**src/rtl/mgmt_mdio_pkg.sv**
```systemverilog
// Shared types and constants for the MDIO arbiter that shares one transceiver
// between host register accesses and the link-status poller.
package mgmt_mdio_pkg;

    typedef enum logic [2:0] {
        ST_RESYNC,
        ST_IDLE,
        ST_ISSUE,
        ST_WAIT_START,
        ST_WAIT_DONE
    } arb_state_t;

    localparam int         WAIT_START_TIMEOUT = 8;
    localparam logic [4:0] BMSR_ADDR          = 5'h01;
    localparam int         BMSR_LINK_BIT      = 2;

endpackage

```
**src/rtl/mdio_poll_timer.sv**
```systemverilog
// Free-running poll interval counter; raises a sticky poll request on each wrap.
// Back-to-back expiries merge into the single pending flag.
module mdio_poll_timer #(
    parameter int POLL_INTERVAL = 25000000
) (
    input  logic i_clk,
    input  logic i_rst_n,
    input  logic i_poll_en,
    input  logic i_clear,
    output logic o_poll_pending
);

    localparam int CW = $clog2(POLL_INTERVAL);

    logic [CW-1:0] r_cnt;
    logic          r_pending;

    always_ff @(posedge i_clk) begin
        if (!i_rst_n || !i_poll_en) begin
            r_cnt     <= '0;
            r_pending <= 1'b0;
        end else if (r_cnt == CW'(POLL_INTERVAL - 1)) begin
            // A fresh expiry wins over a same-cycle clear from the arbiter.
            r_cnt     <= '0;
            r_pending <= 1'b1;
        end else begin
            r_cnt <= r_cnt + 1'b1;
            if (i_clear) begin
                r_pending <= 1'b0;
            end
        end
    end

    assign o_poll_pending = r_pending;

endmodule

```
**src/rtl/management_mdio_arbiter.sv**
```systemverilog
// Arbitrates the MDIO transceiver register port between a one-deep host slot
// and the periodic BMSR poller, publishing link state from the poll results.
module management_mdio_arbiter
    import mgmt_mdio_pkg::*;
#(
    parameter int         POLL_INTERVAL = 25000000,
    parameter logic [4:0] POLL_REG      = BMSR_ADDR,
    parameter int         LINK_BIT      = BMSR_LINK_BIT
) (
    input  logic        i_clk,
    input  logic        i_rst_n,
    input  logic        i_poll_en,
    input  logic [4:0]  i_host_reg_addr,
    input  logic [15:0] i_host_wr_data,
    input  logic        i_host_reg_wr,
    input  logic        i_host_reg_rd,
    output logic        o_host_busy,
    output logic [15:0] o_host_rd_data,
    output logic [4:0]  o_phy_reg_addr,
    output logic [15:0] o_phy_wr_data,
    output logic        o_phy_reg_wr,
    output logic        o_phy_reg_rd,
    input  logic        i_phy_busy,
    input  logic [15:0] i_phy_rd_data,
    output logic        o_link_up,
    output logic        o_link_valid,
    output logic        o_link_change
);

    localparam int WS_W = $clog2(WAIT_START_TIMEOUT);

    arb_state_t  r_state, w_state_next;

    logic        r_host_pending, r_host_active, r_host_rd;
    logic [4:0]  r_host_addr;
    logic [15:0] r_host_data;
    logic        r_cur_host, r_cur_rd, r_poll_discard;
    logic [WS_W-1:0] r_ws_cnt;
    logic [4:0]  r_phy_addr;
    logic [15:0] r_phy_data;
    logic [15:0] r_host_rd_data;
    logic        r_link_up, r_link_valid, r_link_change;

    logic w_host_strobe, w_host_accept, w_poll_pending, w_poll_clear;
    logic w_grant_host, w_grant_poll, w_capture, w_timeout, w_phy_wr, w_phy_rd;
    logic w_link_bit;

    assign w_host_strobe = i_host_reg_wr | i_host_reg_rd;
    assign w_host_accept = w_host_strobe & ~(r_host_pending | r_host_active);
    assign w_link_bit    = i_phy_rd_data[LINK_BIT];

    mdio_poll_timer #(
        .POLL_INTERVAL (POLL_INTERVAL)
    ) u_poll_timer (
        .i_clk          (i_clk),
        .i_rst_n        (i_rst_n),
        .i_poll_en      (i_poll_en),
        .i_clear        (w_poll_clear),
        .o_poll_pending (w_poll_pending)
    );

    always_ff @(posedge i_clk) begin
        if (!i_rst_n) begin
            r_state <= ST_RESYNC;
        end else begin
            r_state <= w_state_next;
        end
    end

    always_comb begin
        w_state_next = r_state;
        w_grant_host = 1'b0;
        w_grant_poll = 1'b0;
        w_phy_wr     = 1'b0;
        w_phy_rd     = 1'b0;
        w_poll_clear = 1'b0;
        w_capture    = 1'b0;
        w_timeout    = 1'b0;
        case (r_state)
            ST_RESYNC: begin
                if (!i_phy_busy) begin
                    w_state_next = ST_IDLE;
                end
            end
            ST_IDLE: begin
                if (r_host_pending) begin
                    w_grant_host = 1'b1;
                    w_state_next = ST_ISSUE;
                end else if (w_poll_pending) begin
                    w_grant_poll = 1'b1;
                    w_state_next = ST_ISSUE;
                end
            end
            ST_ISSUE: begin
                w_phy_rd     = r_cur_rd;
                w_phy_wr     = ~r_cur_rd;
                w_poll_clear = ~r_cur_host;
                w_state_next = ST_WAIT_START;
            end
            ST_WAIT_START: begin
                if (i_phy_busy) begin
                    w_state_next = ST_WAIT_DONE;
                end else if (r_ws_cnt == WS_W'(WAIT_START_TIMEOUT - 1)) begin
                    w_timeout    = 1'b1;
                    w_state_next = ST_IDLE;
                end
            end
            ST_WAIT_DONE: begin
                if (!i_phy_busy) begin
                    w_capture    = 1'b1;
                    w_state_next = ST_IDLE;
                end
            end
            default: w_state_next = ST_RESYNC;
        endcase
    end

    always_ff @(posedge i_clk) begin
        if (!i_rst_n) begin
            r_host_pending <= 1'b0;
            r_host_active  <= 1'b0;
            r_host_rd      <= 1'b0;
            r_host_addr    <= '0;
            r_host_data    <= '0;
            r_cur_host     <= 1'b0;
            r_cur_rd       <= 1'b0;
            r_poll_discard <= 1'b0;
            r_ws_cnt       <= '0;
            r_phy_addr     <= '0;
            r_phy_data     <= '0;
        end else begin
            if (w_host_accept) begin
                r_host_pending <= 1'b1;
                r_host_addr    <= i_host_reg_addr;
                r_host_data    <= i_host_wr_data;
                r_host_rd      <= i_host_reg_rd;
            end
            // Pending hands over to active on the same edge so host_busy never dips.
            if (r_state == ST_ISSUE && r_cur_host) begin
                r_host_pending <= 1'b0;
                r_host_active  <= 1'b1;
            end
            if ((w_capture || w_timeout) && r_cur_host) begin
                r_host_active <= 1'b0;
            end
            if (w_grant_host) begin
                r_cur_host <= 1'b1;
                r_cur_rd   <= r_host_rd;
                r_phy_addr <= r_host_addr;
                r_phy_data <= r_host_data;
            end
            if (w_grant_poll) begin
                r_cur_host     <= 1'b0;
                r_cur_rd       <= 1'b1;
                r_phy_addr     <= POLL_REG;
                r_phy_data     <= '0;
                r_poll_discard <= 1'b0;
            end
            if (!i_poll_en) begin
                r_poll_discard <= 1'b1;
            end
            r_ws_cnt <= (r_state == ST_WAIT_START) ? r_ws_cnt + 1'b1 : '0;
        end
    end

    always_ff @(posedge i_clk) begin
        if (!i_rst_n) begin
            r_host_rd_data <= '0;
            r_link_up      <= 1'b0;
            r_link_valid   <= 1'b0;
            r_link_change  <= 1'b0;
        end else begin
            r_link_change <= 1'b0;
            if (w_capture && r_cur_host && r_cur_rd) begin
                r_host_rd_data <= i_phy_rd_data;
            end
            if (w_capture && !r_cur_host && !r_poll_discard && i_poll_en) begin
                r_link_up    <= w_link_bit;
                r_link_valid <= 1'b1;
                if (r_link_valid && (w_link_bit != r_link_up)) begin
                    r_link_change <= 1'b1;
                end
            end
            if (!i_poll_en) begin
                r_link_valid <= 1'b0;
            end
        end
    end

    assign o_host_busy    = w_host_strobe | r_host_pending | r_host_active;
    assign o_host_rd_data = r_host_rd_data;
    assign o_phy_reg_addr = r_phy_addr;
    assign o_phy_wr_data  = r_phy_data;
    assign o_phy_reg_wr   = w_phy_wr;
    assign o_phy_reg_rd   = w_phy_rd;
    assign o_link_up      = r_link_up;
    assign o_link_valid   = r_link_valid;
    assign o_link_change  = r_link_change;

endmodule

```
**config.mk**
```make
export PLATFORM = sky130hd
export DESIGN_NAME = management_mdio_arbiter
export DESIGN_NICKNAME = d
export VERILOG_FILES = /design/src/rtl/mgmt_mdio_pkg.sv /design/src/rtl/mdio_poll_timer.sv /design/src/rtl/management_mdio_arbiter.sv
export SDC_FILE = /design/constraint.sdc
export NUM_CORES = 1
export LEC_CHECK = 0
export CAP_MARGIN = 25
export CORE_ASPECT_RATIO = 0.8
export CORE_MARGIN = 2
export CORE_UTILIZATION = 43
export DETAILED_ROUTE_END_ITERATION = 8
export GPL_TIMING_DRIVEN = 0
export PLACE_DENSITY = 0.79
export REMOVE_ABC_BUFFERS = 1
export SLEW_MARGIN = 20
export SYNTH_ARGS = -nofsm -noshare
export SYNTH_HDL_FRONTEND = slang
export SYNTH_HIERARCHICAL = 1
export SYNTH_SLANG_ARGS = --single-unit
export TNS_END_PERCENT = 30
```
**constraint.sdc**
```tcl
create_clock -name i_clk -period 5.15 [get_ports i_clk]
set_clock_uncertainty 0.15 [all_clocks]
set_input_delay 0.515 -clock i_clk [delete_from_list [all_inputs] [get_ports i_clk]]
set_output_delay 0.515 -clock i_clk [all_outputs]
set_load 0.02 [all_outputs]
```
==> impl_metrics.py, run 1 <==
metrics = {
    "pwr": {
        "peakVddDrop_mv": 0.2375,
        "p_clk_share_pct": 40.5,
        "p_total_uw": 1578,
        "intPower_uw": 1186,
        "combPwrFrac_pct": 8.6,
        "p_per_area_mw_per_mm2": 302.8,
        "power_leakage_uw": 0.001798,
        "power_frac_seq_pct": 50.9,
        "power.share.switching_pct": 24.82,
        "p_switching_uw": 391.8,
    },
    "global_route": {
        "grt_max_degree": 46,
        "grtUsageTotal_pct": 18.43,
        "antenna_found_initial": 0,
        "grt_pass1_vias": 3366,
        "grt_pass1_wl_mm": 15.45,
        "overflow": 0,
    },
    "route": {
        "drt-initial-drc-count": 180,
        "finalWirelength_mm": 9.058,
        "first_pass_iters": 4,
        "postRouteAntennaNets": 0,
        "wl_per_cell_um": 13.72,
        "vias_per_cell": 5.306,
        "drcViolationCount": 0,
        "vias": 3502,
    },
    "critical_path": {
        "critPathBufInv": 2,
        "worst_r2r_startpoint": "u_poll_timer/r_cnt[17]$_SDFF_PP0_",
        "r2r-end": "u_poll_timer/r_cnt[3]$_SDFF_PP0_",
        "cp-end-kind": "primary output",
        "cpPeakStageDelay_ps": 600,
        "slowest_stage": "nor2_1",
        "crit_fanout": 11,
        "regToRegSetupSlack_ps": 2460,
        "critPathLaunch": "i_host_reg_rd",
        "required_ps": 4490,
        "critPathKind": "primary input to primary output",
        "reg2reg_depth": 4,
        "cp_top_family": "buffers and inverters",
        "worstPathCellList": "clkdlybuf4s50_1 -> nor2_1 -> nand2_1 -> clkdlybuf4s50_1",
        "cp.arrival_ps": 2250,
        "crit_top_cell": "clkdlybuf4s50_1",
        "start_kind": "primary input",
    },
    "clock_network": {
        "h-tree-depth": 3,
        "cts_root_buffer": "clkbuf_16",
        "cts.repair.resized": 0,
        "cts_hold_buf": 0,
        "postCtsSetupRepairBufs": 0,
        "numClockSinks": 99,
        "cts.clk_slew.worst_paths_ps": 70,
        "cts_tree": "built",
        "cts_buffer_depth": 2,
        "clk_latency_ps": 340,
        "cts_made_buffers": 9,
    },
    "logic_synthesis": {
        "ys_seq_area_share_pct": 48.96,
        "ys.warnings.count": 6,
        "ys_types": 49,
        "syn-cell-area_mm2": 0.004048,
        "synth_cells": 470,
        "synth_edf_count": 0,
        "synth_flop_cell": "dfxtp_1",
        "ys_ff_latch": 99,
        "avgSynthCellArea_um2": 8.612,
        "synthArstFlopShare_pct": 0,
    },
    "placed_design": {
        "dp.cells": 644,
        "routabilityCongestion": 0.7579,
        "numPortBuffers": 85,
        "hpwl_mm": 6.249,
    },
    "floorplanning": {
        "coreArea_mm2": 0.009115,
        "die_y_um": 90.78,
        "dieWidth_um": 112.5,
        "start_util_pct": 44.41,
        "design.die.area_mm2": 0.01021,
        "rows": 31,
        "pin_count": 86,
    },
    "timing": {
        "setup_tns_ps": 0,
        "fmax_mhz": 343.4,
        "relSlewSlack_pct": 34.67,
        "rsz0062_at_grt": "false",
        "drv_slew": 0,
        "post-route-period-util_pct": 56.54,
        "tightest_slew_ps": 974.5,
        "fin_crit_ps": 2912,
        "hold_viol": 0,
        "setup_viol": 0,
    },
    "layout": {
        "instances_no_fill": 660,
        "fin_nets": 586,
        "seq_area_mm2": 0.001982,
        "num_antenna_cells": 0,
        "num-fill-cells": 819,
        "area_delta_synth_final_pct": 28.78,
        "multiInputGateArea_mm2": 0.001887,
        "final_layout_size_suffix_gt1_share_pct": 5.688,
    },
    "outcome": {
        "status": "completed",
    },
    "hold_path": {
        "hp-class": "register to register",
        "whs_path_depth": 1,
        "holdCritStartpoint": "r_ws_cnt[0]$_SDFF_PN0_",
        "min_to": "r_ws_cnt[0]$_SDFF_PN0_",
    },
    "run": {
        "maxCapViolCount": 0,
    },
}
## layout make-up
type / count / area share (%)
Multi-Input combinational cell: 334 / 36.20
Inverter: 8 / 0.5761
Tap cell: 115 / 2.760
Timing Repair Buffer: 88 / 16.95
Clock buffer: 9 / 4.321
Sequential cell: 99 / 38.02
Clock inverter: 7 / 1.176
## state kept, by name (all words and copies together) (netlist names), 3 cells and up
name / cells
o_phy_wr_data: 16
r_state: 3
u_poll_timer/r_cnt: 25
o_phy_reg_addr: 5
r_host_data: 16
r_host_addr: 5
r_ws_cnt: 3
o_host_rd_data: 16
## worst max path at each step
stage	slack (ps)	endpoint	depth (start not counted)
final	2240	o_host_busy	4
after detailed placement	2260	r_host_active$_SDFFE_PP0P_	3
after CTS	2270	o_host_busy	4
after global routing	2160	o_phy_reg_wr	4
after floorplan	2760	u_poll_timer/r_cnt[10]$_SDFF_PP0_	4
after global placement	1070	r_host_active$_SDFFE_PP0P_	3
## cells by family after synthesis
kind of cell | synth area share [%]
AND/OR/NAND/NOR | 24.36
AO/OA/AOI/OAI | 13.72
flip-flops | 48.96
buffers and inverters | 4.575
multiplexers | 4.204
XOR/XNOR | 3.246
adder cells (fa/ha/maj) | 0.9275
## power groups by stage
stage	combinational, µW	sequential (µW)	clock, µW
after floorplan	61.4	820	0
after global placement	128	819	0
after detailed placement	135	820	0
after CTS	136	802	660
after global routing	150	806	691
final	136	803	640
## per-stage QoR
stage               hold WS, ps  area (µm²)  setup WS, ps  utilization (%)
floorplan                 245.7        3892          2758                -
global placement          259.8        4887          1069            53.62
detailed placement        277.3        4926          2257            54.04
CTS                       290.6        5213          2269            57.19
global route              305.9        5213          2157            57.19
finish                    282.9        5213          2238            57.19
## cells in the mapped netlist, drive strengths merged, types with 4 or more instances
master / instances / share of area (%)
nand4: 6 / 1.1
inv: 7 / 0.65
a21oi: 58 / 7.2
xnor2: 8 / 1.7
and3: 5 / 0.80
nor2: 26 / 2.4
or3: 7 / 1.1
buf: 12 / 2.3
nor4: 4 / 0.62
nor3: 4 / 0.49
mux2i: 17 / 4.2
nor3b: 4 / 0.74
clkbuf: 17 / 1.6
or4: 8 / 1.6
o21ai: 33 / 4.1
xor2: 7 / 1.5
or2: 4 / 0.62
dfxtp: 99 / 49
nand2: 85 / 7.9
nand3: 31 / 3.8
## per-layer routing
metal	wire, µm	global-route usage [%]
met5	0	0
met1	3904	22.70
met4	110	5.488
met3	380	4.497
met2	4663	31.93
## layout by cell type (no fill, tap or decap), types with 5 or more instances in the layout
cell type	Yosys	routed
clkdlybuf4s50_1	0	84
xor2_1	7	7
nand4_1	5	5
clkbuf_16	0	9
xnor2_1	8	8
o21ai_0	32	32
nand2_1	85	85
inv_1	7	7
or4_1	7	7
dfxtp_1	99	99
mux2i_1	17	17
or3_1	6	6
nand3_1	31	31
nor2_1	26	25
a21oi_1	58	58
(Power assumes the default switching activity.)
==> run 2, diff against run 1 <==
--- a/config.mk
+++ b/config.mk
@@ -11,7 +11,7 @@
 export CORE_UTILIZATION = 43
 export DETAILED_ROUTE_END_ITERATION = 8
 export GPL_TIMING_DRIVEN = 0
-export PLACE_DENSITY = 0.79
+export PLACE_DENSITY = 0.82
 export REMOVE_ABC_BUFFERS = 1
 export SLEW_MARGIN = 20
 export SYNTH_ARGS = -nofsm -noshare
==> constraint.sdc (replaced) <==
create_clock -name i_clk -period 2.5 [get_ports i_clk]
set_clock_uncertainty 0.15 [all_clocks]
set_input_delay 0.25 -clock i_clk [delete_from_list [all_inputs] [get_ports i_clk]]
set_output_delay 0.25 -clock i_clk [all_outputs]
set_load 0.02 [all_outputs]
==> impl_metrics.py, run 2 (same netlist as run 1, synthesis figures left out) <==
metrics = {
    "global_route": {
        "grt_max_degree": 47,
        "grt_pass1_vias": 3502,
        "overflow": 0,
        "antenna_found_initial": 0,
        "grt_pass1_wl_mm": 15.97,
        "grtUsageTotal_pct": 18.87,
    },
    "critical_path": {
        "crit_top_cell": "clkdlybuf4s50_1",
        "crit_fanout": 14,
        "slowest_stage": "clkdlybuf4s50_1",
        "start_kind": "primary input",
        "cp_num_cells": 5,
        "worstPathCellList": "clkdlybuf4s50_1 -> nor2_1 -> buf_6 -> nand2_1 -> clkdlybuf4s50_1",
        "cp.arrival_ps": 1990,
        "critPathKind": "primary input to primary output",
        "required_ps": 2100,
        "reg2reg_depth": 4,
        "cpPeakStageDelay_ps": 530,
        "cp_top_family": "buffers and inverters",
        "cp-end-kind": "primary output",
        "critPathBufInv": 3,
    },
    "timing": {
        "hold-worst-slack_ps": 276.4,
        "tightest_slew_ps": 979.2,
        "setup_slack_ps": 107.8,
        "fin_crit_ps": 2392,
        "fmax_mhz": 418.0,
        "relSlewSlack_pct": 34.72,
        "hold_viol": 0,
        "drv_slew": 0,
        "setup_viol": 0,
        "post-route-period-util_pct": 95.69,
        "rsz0062_at_grt": "false",
    },
    "pwr": {
        "power_leakage_uw": 0.001825,
        "p_total_uw": 3189,
        "peakVddDrop_mv": 0.4015,
        "p_per_area_mw_per_mm2": 608.1,
    },
    "layout": {
        "num-fill-cells": 801,
        "area_delta_synth_final_pct": 29.58,
        "fin_nets": 588,
        "design_area_mm2": 0.005245,
        "final_util_pct": 57.54,
        "largest_reg_flops": 25,
        "final_common_cell": "dfxtp_1",
        "num_antenna_cells": 0,
        "layout_common_cells": "dfxtp_1 (98), nand2_1 (85), clkdlybuf4s50_1 (83)",
        "regMostFlops": "u_poll_timer/r_cnt",
        "final_layout_size_suffix_gt1_share_pct": 6.044,
    },
    "floorplanning": {
        "die_y_um": 90.78,
        "design.die.area_mm2": 0.01021,
        "pin_count": 86,
        "dieWidth_um": 112.5,
        "coreArea_mm2": 0.009115,
        "rows": 31,
        "start_util_pct": 44.41,
    },
    "route": {
        "drcViolationCount": 0,
        "postRouteAntennaNets": 0,
        "finalWirelength_mm": 9.351,
        "wl_per_cell_um": 14.15,
        "first_pass_iters": 4,
        "drt-initial-drc-count": 278,
        "vias_per_cell": 5.351,
        "vias": 3537,
    },
    "clock_network": {
        "numClockSinks": 99,
        "cts.clk_slew.worst_paths_ps": 60,
        "h-tree-depth": 3,
        "cts_root_buffer": "clkbuf_16",
        "postCtsSetupRepairBufs": 0,
        "cts_tree": "built",
        "cts_hold_buf": 0,
        "cts_made_buffers": 9,
        "clk_latency_ps": 330,
        "cts_buffer_depth": 2,
    },
    "placed_design": {
        "dp_worst_setup_slack_ps": -220.4,
        "place_area_mm2": 0.004926,
        "numPortBuffers": 85,
        "hpwl_mm": 6.435,
        "routabilityCongestion": 0.8054,
    },
    "outcome": {
        "status": "completed",
    },
    "run": {
        "maxCapViolCount": 0,
    },
    "hold_path": {
        "whs_path_depth": 1,
        "hp-class": "register to register",
    },
}
run 2: cell count changes in the layout (fill, tap and decap cells not counted), sizes merged:
cell / delta
inv: -3
buf: +1
clkinvlp: +2
clkdlybuf4s50: -1
clkinv: -2
clkbuf: +2
dlymetal6s2s: +1
o311ai: +1
run 2: final timing paths:
| path | startpoint | end | slack, ps |
|---|---|---|---|
| max | i_host_reg_rd | o_host_busy | 110 |
| min | r_ws_cnt[0]$_SDFF_PN0_ | r_ws_cnt[0]$_SDFF_PN0_ | 280 |
| max reg2reg | u_poll_timer/r_cnt[7]$_SDFF_PP0_ | u_poll_timer/r_cnt[12]$_SDFF_PP0_ | 110 |
| min reg2reg | r_ws_cnt[0]$_SDFF_PN0_ | r_ws_cnt[0]$_SDFF_PN0_ | 280 |
run 2: through the flow:
| stage | instances | TNS [ps] |
|---|---|---|
| 2_1_floorplan | 441 | 0 |
| 3_3_place_gp | 641 | -45980 |
| 3_5_place_dp | 644 | -4985 |
| 4_1_cts | 660 | 0 |
| 5_1_grt | 661 | 0 |
| 6_report | 661 | 0 |
run 2: power by group:
group	switching, µW	internal [µW]
Combinational	155	135
Clock	550	694
Sequential	33.2	1620
Total	738	2450
run 2: worst reg2reg max path, stage by stage, from the launching register on:
cell and delay [ps]:
dfxtp_1 350, or4bb_1 500, or4_4 580, o311ai_4 540
nor2_1 130
run 2: area by class of cell:
class | count | area, µm² | area share (%)
inverter | 8 | 33.78 | 0.6441
tap | 115 | 143.9 | 2.743
timing repair buffer | 89 | 900.9 | 17.18
clock inverter | 4 | 27.53 | 0.5248
sequential | 99 | 1983 | 37.81
multi-input combinational | 335 | 1913 | 36.47
clock buffer | 11 | 242.7 | 4.628
run 2: what timing repair did:
| item | 4_1_cts | 5_1_grt |
|---|---|---|
| hold endpoints to repair | 0 | 0 |
| gates cloned | 1 | 0 |
| setup endpoints to repair | 26 | 4 |
| pin swaps | 1 | 1 |
| resized for setup | 2 | 2 |
run 2: routing by layer:
metal | track usage [%] | part of all wire [%] | vias up
met2 | 32.68 | 50 | 77
met1 | 22.98 | 44 | 1669
met3 | 4.765 | 4.0 | 12
met5 | 0 | 0 | -
met4 | 5.996 | 1.7 | 0
li1 | - | - | 1779
